$ cat src/rtl/serial_adder_ctrl.sv
// serial_adder_ctrl: bit-serial adder controller.
// One full-adder cell (two half adders plus a carry OR) is reused across all
// WIDTH operand bits, LSB first, under a start/busy/done handshake. A result
// takes WIDTH+1 cycles from accepted start to the end of the done pulse.
// Optional build macro SERIAL_ADDER_SUB_EN adds a 'sub' input that turns the
// operation into a - b (two's complement: ~b with carry-in forced to 1).
module serial_adder_ctrl #(
  parameter int WIDTH = 8,
  parameter int CNT_W = $clog2(WIDTH) + 1
) (
  input  logic             clk,
  input  logic             rst_n,
  input  logic             start,
  input  logic [WIDTH-1:0] a,
  input  logic [WIDTH-1:0] b,
  input  logic             cin,
`ifdef SERIAL_ADDER_SUB_EN
  input  logic             sub,
`endif
  output logic             busy,
  output logic             done,
  output logic [WIDTH-1:0] sum,
  output logic             cout
);

  localparam logic [1:0] IDLE = 2'd0;
  localparam logic [1:0] RUN  = 2'd1;
  localparam logic [1:0] DONE = 2'd2;

  logic [1:0]       state;
  logic [WIDTH-1:0] a_sr;
  logic [WIDTH-1:0] b_sr;
  logic [WIDTH-1:0] res_sr;
  logic             carry;
  logic [CNT_W-1:0] cnt;

  logic [1:0]       fa;
  logic             last_bit;
  logic [WIDTH-1:0] b_load;
  logic             c_load;
  logic [WIDTH-1:0] res_next;

  // Shared adder cell: two half adders, carries merged with an OR.
  // Returns {carry_out, sum_bit}.
  function automatic logic [1:0] full_add(input logic x, input logic y,
                                          input logic ci);
    logic s1;
    logic c1;
    logic s2;
    logic c2;
    s1 = x ^ y;
    c1 = x & y;
    s2 = s1 ^ ci;
    c2 = s1 & ci;
    return {c1 | c2, s2};
  endfunction

  // One bit per cycle through the single adder cell.
  always_comb begin
    fa       = full_add(a_sr[0], b_sr[0], carry);
    res_next = {fa[0], res_sr[WIDTH-1:1]};
    last_bit = (cnt == CNT_W'(WIDTH - 1));
  end

`ifdef SERIAL_ADDER_SUB_EN
  // Subtraction reuses the adder: a + ~b + 1; cin is ignored when sub is set.
  always_comb begin
    b_load = sub ? ~b : b;
    c_load = sub ? 1'b1 : cin;
  end
`else
  // Pure addition: operands load unchanged.
  always_comb begin
    b_load = b;
    c_load = cin;
  end
`endif

  // Handshake flags decode straight from the registered state.
  always_comb begin
    busy = (state == RUN) || (state == DONE);
    done = (state == DONE);
  end

  // Sequencer: capture on start, shift LSB-first in RUN, publish on last bit.
  always_ff @(posedge clk or negedge rst_n) begin
    if (!rst_n) begin
      state  <= IDLE;
      a_sr   <= '0;
      b_sr   <= '0;
      res_sr <= '0;
      carry  <= 1'b0;
      cnt    <= '0;
      sum    <= '0;
      cout   <= 1'b0;
    end else begin
      case (state)
        IDLE: begin
          if (start) begin
            a_sr  <= a;
            b_sr  <= b_load;
            carry <= c_load;
            cnt   <= '0;
            state <= RUN;
          end
        end
        RUN: begin
          res_sr <= res_next;
          a_sr   <= {1'b0, a_sr[WIDTH-1:1]};
          b_sr   <= {1'b0, b_sr[WIDTH-1:1]};
          carry  <= fa[1];
          cnt    <= cnt + 1'b1;
          if (last_bit) begin
            sum   <= res_next;
            cout  <= fa[1];
            state <= DONE;
          end
        end
        DONE: begin
          state <= IDLE;
        end
        default: begin
          state <= IDLE;
        end
      endcase
    end
  end

endmodule
$ cat config.mk
export PLATFORM = sky130hd
export DESIGN_NAME = serial_adder_ctrl
export DESIGN_NICKNAME = d
export VERILOG_FILES = /design/src/rtl/serial_adder_ctrl.sv
export SDC_FILE = /design/constraint.sdc
export NUM_CORES = 1
export LEC_CHECK = 0
export ABC_CLOCK_PERIOD_IN_PS = 2100
export CORE_MARGIN = 5
export CORE_UTILIZATION = 35
export CTS_CLUSTER_SIZE = 8
export DETAILED_ROUTE_END_ITERATION = 6
export GPL_TIMING_DRIVEN = 0
export SYNTH_ARGS = -nofsm -noshare
export SYNTH_HDL_FRONTEND = slang
export SYNTH_SLANG_ARGS = --single-unit
$ cat constraint.sdc
create_clock -name clk -period 2.1 [get_ports clk]
set_input_delay 0.42 -clock clk [delete_from_list [all_inputs] [get_ports clk]]
set_output_delay 0.42 -clock clk [all_outputs]
set_load 0.05 [all_outputs]
==> insert_results.sql <==
INSERT INTO impl_metrics (metric_group, metric, value, unit) VALUES
('status', 'status', 'finished, final reports clean', ''),
('pwr', 'internal_power', '0.002018', 'W'),
('timing', 'timing.final.setup_violations', '0', ''),
('worst_setup_path', 'worst_ep_arrival_time', '1.59', 'ns'),
('cts', 'tritoncts.num_buffers', '5', ''),
('layout', 'n_antenna_cell', '0', ''),
('cts', 'tritoncts_clock_tree', 'built', ''),
('layout', 'area_delta_synth_final', '29.07', '%'),
('cts', 'cts-htree-levels', '2', ''),
('pwr', 'share_seq_of_total_power', '38.8', '%'),
('timing', 'final_min_period_over_clock_period', '95.77', '%'),
('timing', 'finalWorstPathRequiredPeriod', '2.011', 'ns'),
('synthesis', 'synth_top_area_share', '55.71', '%'),
('pwr', 'share_of_total_power_consumed_by_net_switching', '35.13', '%'),
('synthesis', 'post_synth_instance_area', '1752', 'sq um'),
('timing', 'timing.setup.tns', '0', 'ns'),
('pwr', 'leakage', '1.052', 'nW'),
('placement', 'numPortBuffers', '30', ''),
('pwr', 'switching_power', '0.001093', 'W'),
('timing', 'relative_max_transition_margin', '43.68', '%'),
('worst_setup_path', 'setup.worst_path.start_class', 'register', ''),
('timing', 'tightestPinTransition', '0.8448', 'ns'),
('die', 'total_die_area', '6520', 'sq um'),
('pwr', 'power_density', '1376', 'nW/um^2'),
('synthesis', 'synth.lib_cells_used.distinct', '23', ''),
('timing', 'grt_setup_unrepaired', 'false', ''),
('die', 'die-width', '80.75', 'um'),
('global_route', 'initial_antenna_violation_count', '0', ''),
('synthesis', 'ys_ff_latch', '39', ''),
('global_route', 'maximum_number_of_pins_on_one_net_before_global_route_repair', '40', ''),
('cts', 'clkTransAtPathRegs', '0.08', 'ns'),
('timing', 'max_freq', '497.2', 'MHz'),
('pwr', 'worst_ir_drop_vdd', '0.0007857', 'V'),
('synthesis', 'synthesis.instances', '144', ''),
('worst_setup_path', 'crit_path_max_fanout', '4', ''),
('placement', 'area_of_placed_instances', '2131', 'sq um'),
('pwr', 'combinationalPowerShare', '38.0', '%'),
('global_route', 'via_count_of_the_first_global_routing_pass', '1227', ''),
('synthesis', 'synth_area_leader_cell', 'sky130_fd_sc_hd__dfrtp_1', ''),
('global_route', 'grt_remaining_overflow', '0', ''),
('placement', 'gp_congestion', '0.7576', ''),
('layout', 'share_of_layout_cells_above_drive_strength_1', '10.99', '%'),
('timing', 'clock_skew', '0.009472', 'ns'),
('global_route', 'grtUsageTotal', '10.93', '%'),
('drt', 'detailroute.via_count', '1181', ''),
('timing', 'number_of_hold_violations_in_the_final_report', '0', ''),
('worst_setup_path', 'critPathCaptureType', 'output port', ''),
('synthesis', 'synth_warnings', '0', ''),
('drt', 'drt_pre_antenna_iters', '4', ''),
('layout', 'final_area', '2261', 'sq um'),
('hold_path', 'min-delay-path-class', 'in -> async', ''),
('die', 'core_area', '4786', 'sq um'),
('die', 'core.rowCount', '25', ''),
('die', 'i_o_pin_count', '31', ''),
('pwr', 'clock_power_share', '23.2', '%'),
('die', 'dieHeight', '80.75', 'um'),
('synthesis', 'main_area_contributors_after_synthesis', 'sky130_fd_sc_hd__dfrtp_1 (56%), sky130_fd_sc_hd__mux2i_1 (9.1%), sky130_fd_sc_hd__mux2_1 (9.0%)', ''),
('drt', 'route.final.wire_length', '3269', 'um'),
('worst_setup_path', 'required', '1.68', 'ns'),
('layout', 'nets', '207', ''),
('synthesis', 'post_synth.cell_area_avg', '12.16', 'sq um'),
('drt', 'wire_per_inst', '13.13', 'um'),
('timing', 'timing_max_transition_violations_final', '0', ''),
('layout', 'num-fill-cells', '449', ''),
('flow_run', 'maxCapViolCount', '0', ''),
('drt', 'antenna_violating_nets_post_route', '0', ''),
('cts', 'cts_num_sinks', '39', ''),
('global_route', 'global_route_wire_length_before_repair', '5575', 'um'),
('die', 'floorplan.initialDensity', '36.60', '%'),
('cts', 'post_cts_hold_buffer_count', '0', ''),
('drt', 'vias_per_cell', '4.743', ''),
('cts', 'cts_buffer_depth', '2', ''),
('drt', 'drt-initial-drc-count', '44', ''),
('drt', 'drc', '0', ''),
('placement', 'post-dp-hpwl', '2406', 'um'),
('synthesis', 'mappedNetlistNets', '170', ''),
('cts', 'clockRootBuffer', 'sky130_fd_sc_hd__clkbuf_8', ''),
('worst_setup_path', 'criticalPathCategory', 'reg -> out', ''),
('cts', 'clk-insertion-delay-late', '0.28', 'ns'),
('synthesis', 'synth_sequential_area_ratio', '55.71', '%');
==> synthesized netlist by cell type, drive strengths merged <==
cell,count
fa,1
a32o,1
nand3b,1
mux2,17
nand4b,1
o21ai,19
buf,8
nand3,3
dfrtp,39
a311oi,1
nand2b,3
or4b,1
nor2b,1
nor2,1
mux2i,16
a21oi,1
o31ai,1
a21boi,1
inv,2
ha,5
nand2,21
==> cell families after synthesis <==
| group | after synthesis | share of synthesized area, % |
|---|---|---|
| flops | 39 | 55.71 |
| fa+ha+maj | 6 | 4.714 |
| buf+inv | 10 | 3.000 |
| mux | 33 | 20.07 |
| compound gates | 24 | 7.643 |
| simple gates | 32 | 8.857 |
==> flip-flops by register name, summed over array words and instances (netlist names) <==
| signal | cells |
|---|---|
| a_sr | 8 |
| res_sr | 7 |
| carry | 1 |
| cout | 1 |
| b_sr | 8 |
| sum | 8 |
| cnt | 4 |
| state | 2 |
==> area by class of cell <==
type                            count  area [sq um]  share of cell area, %
Timing Repair Buffer               30         292.8                  12.95
Buffer                              8         45.04                  1.992
Tap cell                           67         83.83                  3.708
Multi-Input combinational cell     95         723.2                  31.99
Clock buffer                        6         72.57                  3.210
Clock inverter                      2         60.06                  2.656
Inverter                            2         7.507                 0.3320
Sequential cell                    39         975.9                  43.17
==> path summary, 6_finish.rpt <==
path / start / slack [ns] / cells past startpoint / end
worst max register to register: state[0] / 0.36 / 7 / a_sr[6]
max in group asynchronous: rst_n / 1.32 / 1 / b_sr[3]
worst min-delay path: rst_n / 0.24 / 1 / sum[6]
min in group clk: sum[3] / 0.49 / 1 / sum[3]
worst max-delay path: state[0] / 0.09 / 3 / busy
worst min register to register: sum[3] / 0.49 / 1 / sum[3]
==> critical path, stage by stage, from the launching register on <==
cell,delay [ns]
sky130_fd_sc_hd__dfrtp_1,0.41
sky130_fd_sc_hd__inv_1,0.10
sky130_fd_sc_hd__ha_1,0.28
sky130_fd_sc_hd__dlygate4sd2_1,0.52
==> what timing repair did <==
action | 4_1_cts | 5_1_grt
resized for setup | 2 | 0
buffers inserted | 0 | 0
setup endpoints to repair | 2 | 0
==> layer usage <==
metal  track usage (%)  share of wire (%)
met1             13.85                 45
met2             17.96                 49
met3             3.437                5.8
met4             3.209               0.46
met5                 0                  0
==> power groups by stage <==
stage | sequential [W] | clock, W | combinational [W]
floorplan | 0.00119 | 0 | 0.000903
CTS | 0.00121 | 0.000746 | 0.00120
global route | 0.00124 | 0.000775 | 0.00133
detailed placement | 0.00122 | 0 | 0.00121
global placement | 0.00120 | 0 | 0.00117
finish | 0.00121 | 0.000723 | 0.00118
==> cells in the final DEF, fill, tap and decap left out, drive strengths merged <==
| cell type | n |
|---|---|
| bufinv | 2 |
| mux2 | 17 |
| a21boi | 1 |
| ha | 5 |
| inv | 2 |
| nand3b | 1 |
| clkbuf | 6 |
| a311oi | 1 |
| or4b | 1 |
| nor2b | 1 |
| nand3 | 3 |
| nand4b | 1 |
| buf | 9 |
| fa | 1 |
| nand2 | 21 |
| a32o | 1 |
| dfrtp | 39 |
| o21ai | 19 |
| a21oi | 1 |
| nor2 | 1 |
| mux2i | 16 |
| dlygate4sd2 | 2 |
| clkdlybuf4s50 | 27 |
| nand2b | 3 |
| o31ai | 1 |
==> stage by stage <==
| stage | util [%] | std cells | setup slack [ns] | total power (W) | hold slack, ns |
|---|---|---|---|---|---|
| final | 47.24 | 249 | 0.08880 | 0.003111 | 0.2408 |
| after global placement | 44.63 | 241 | -0.2959 | 0.002375 | 0.4617 |
| after detailed placement | 44.52 | 241 | 0.1269 | 0.002431 | 0.4808 |
| after global routing | 47.24 | 249 | 0.01826 | 0.003339 | 0.3231 |
| after CTS | 47.24 | 249 | 0.07359 | 0.003153 | 0.2713 |
| after floorplan | - | 144 | 0.6281 | 0.002098 | 0.1244 |
(Power assumes the default switching activity.)
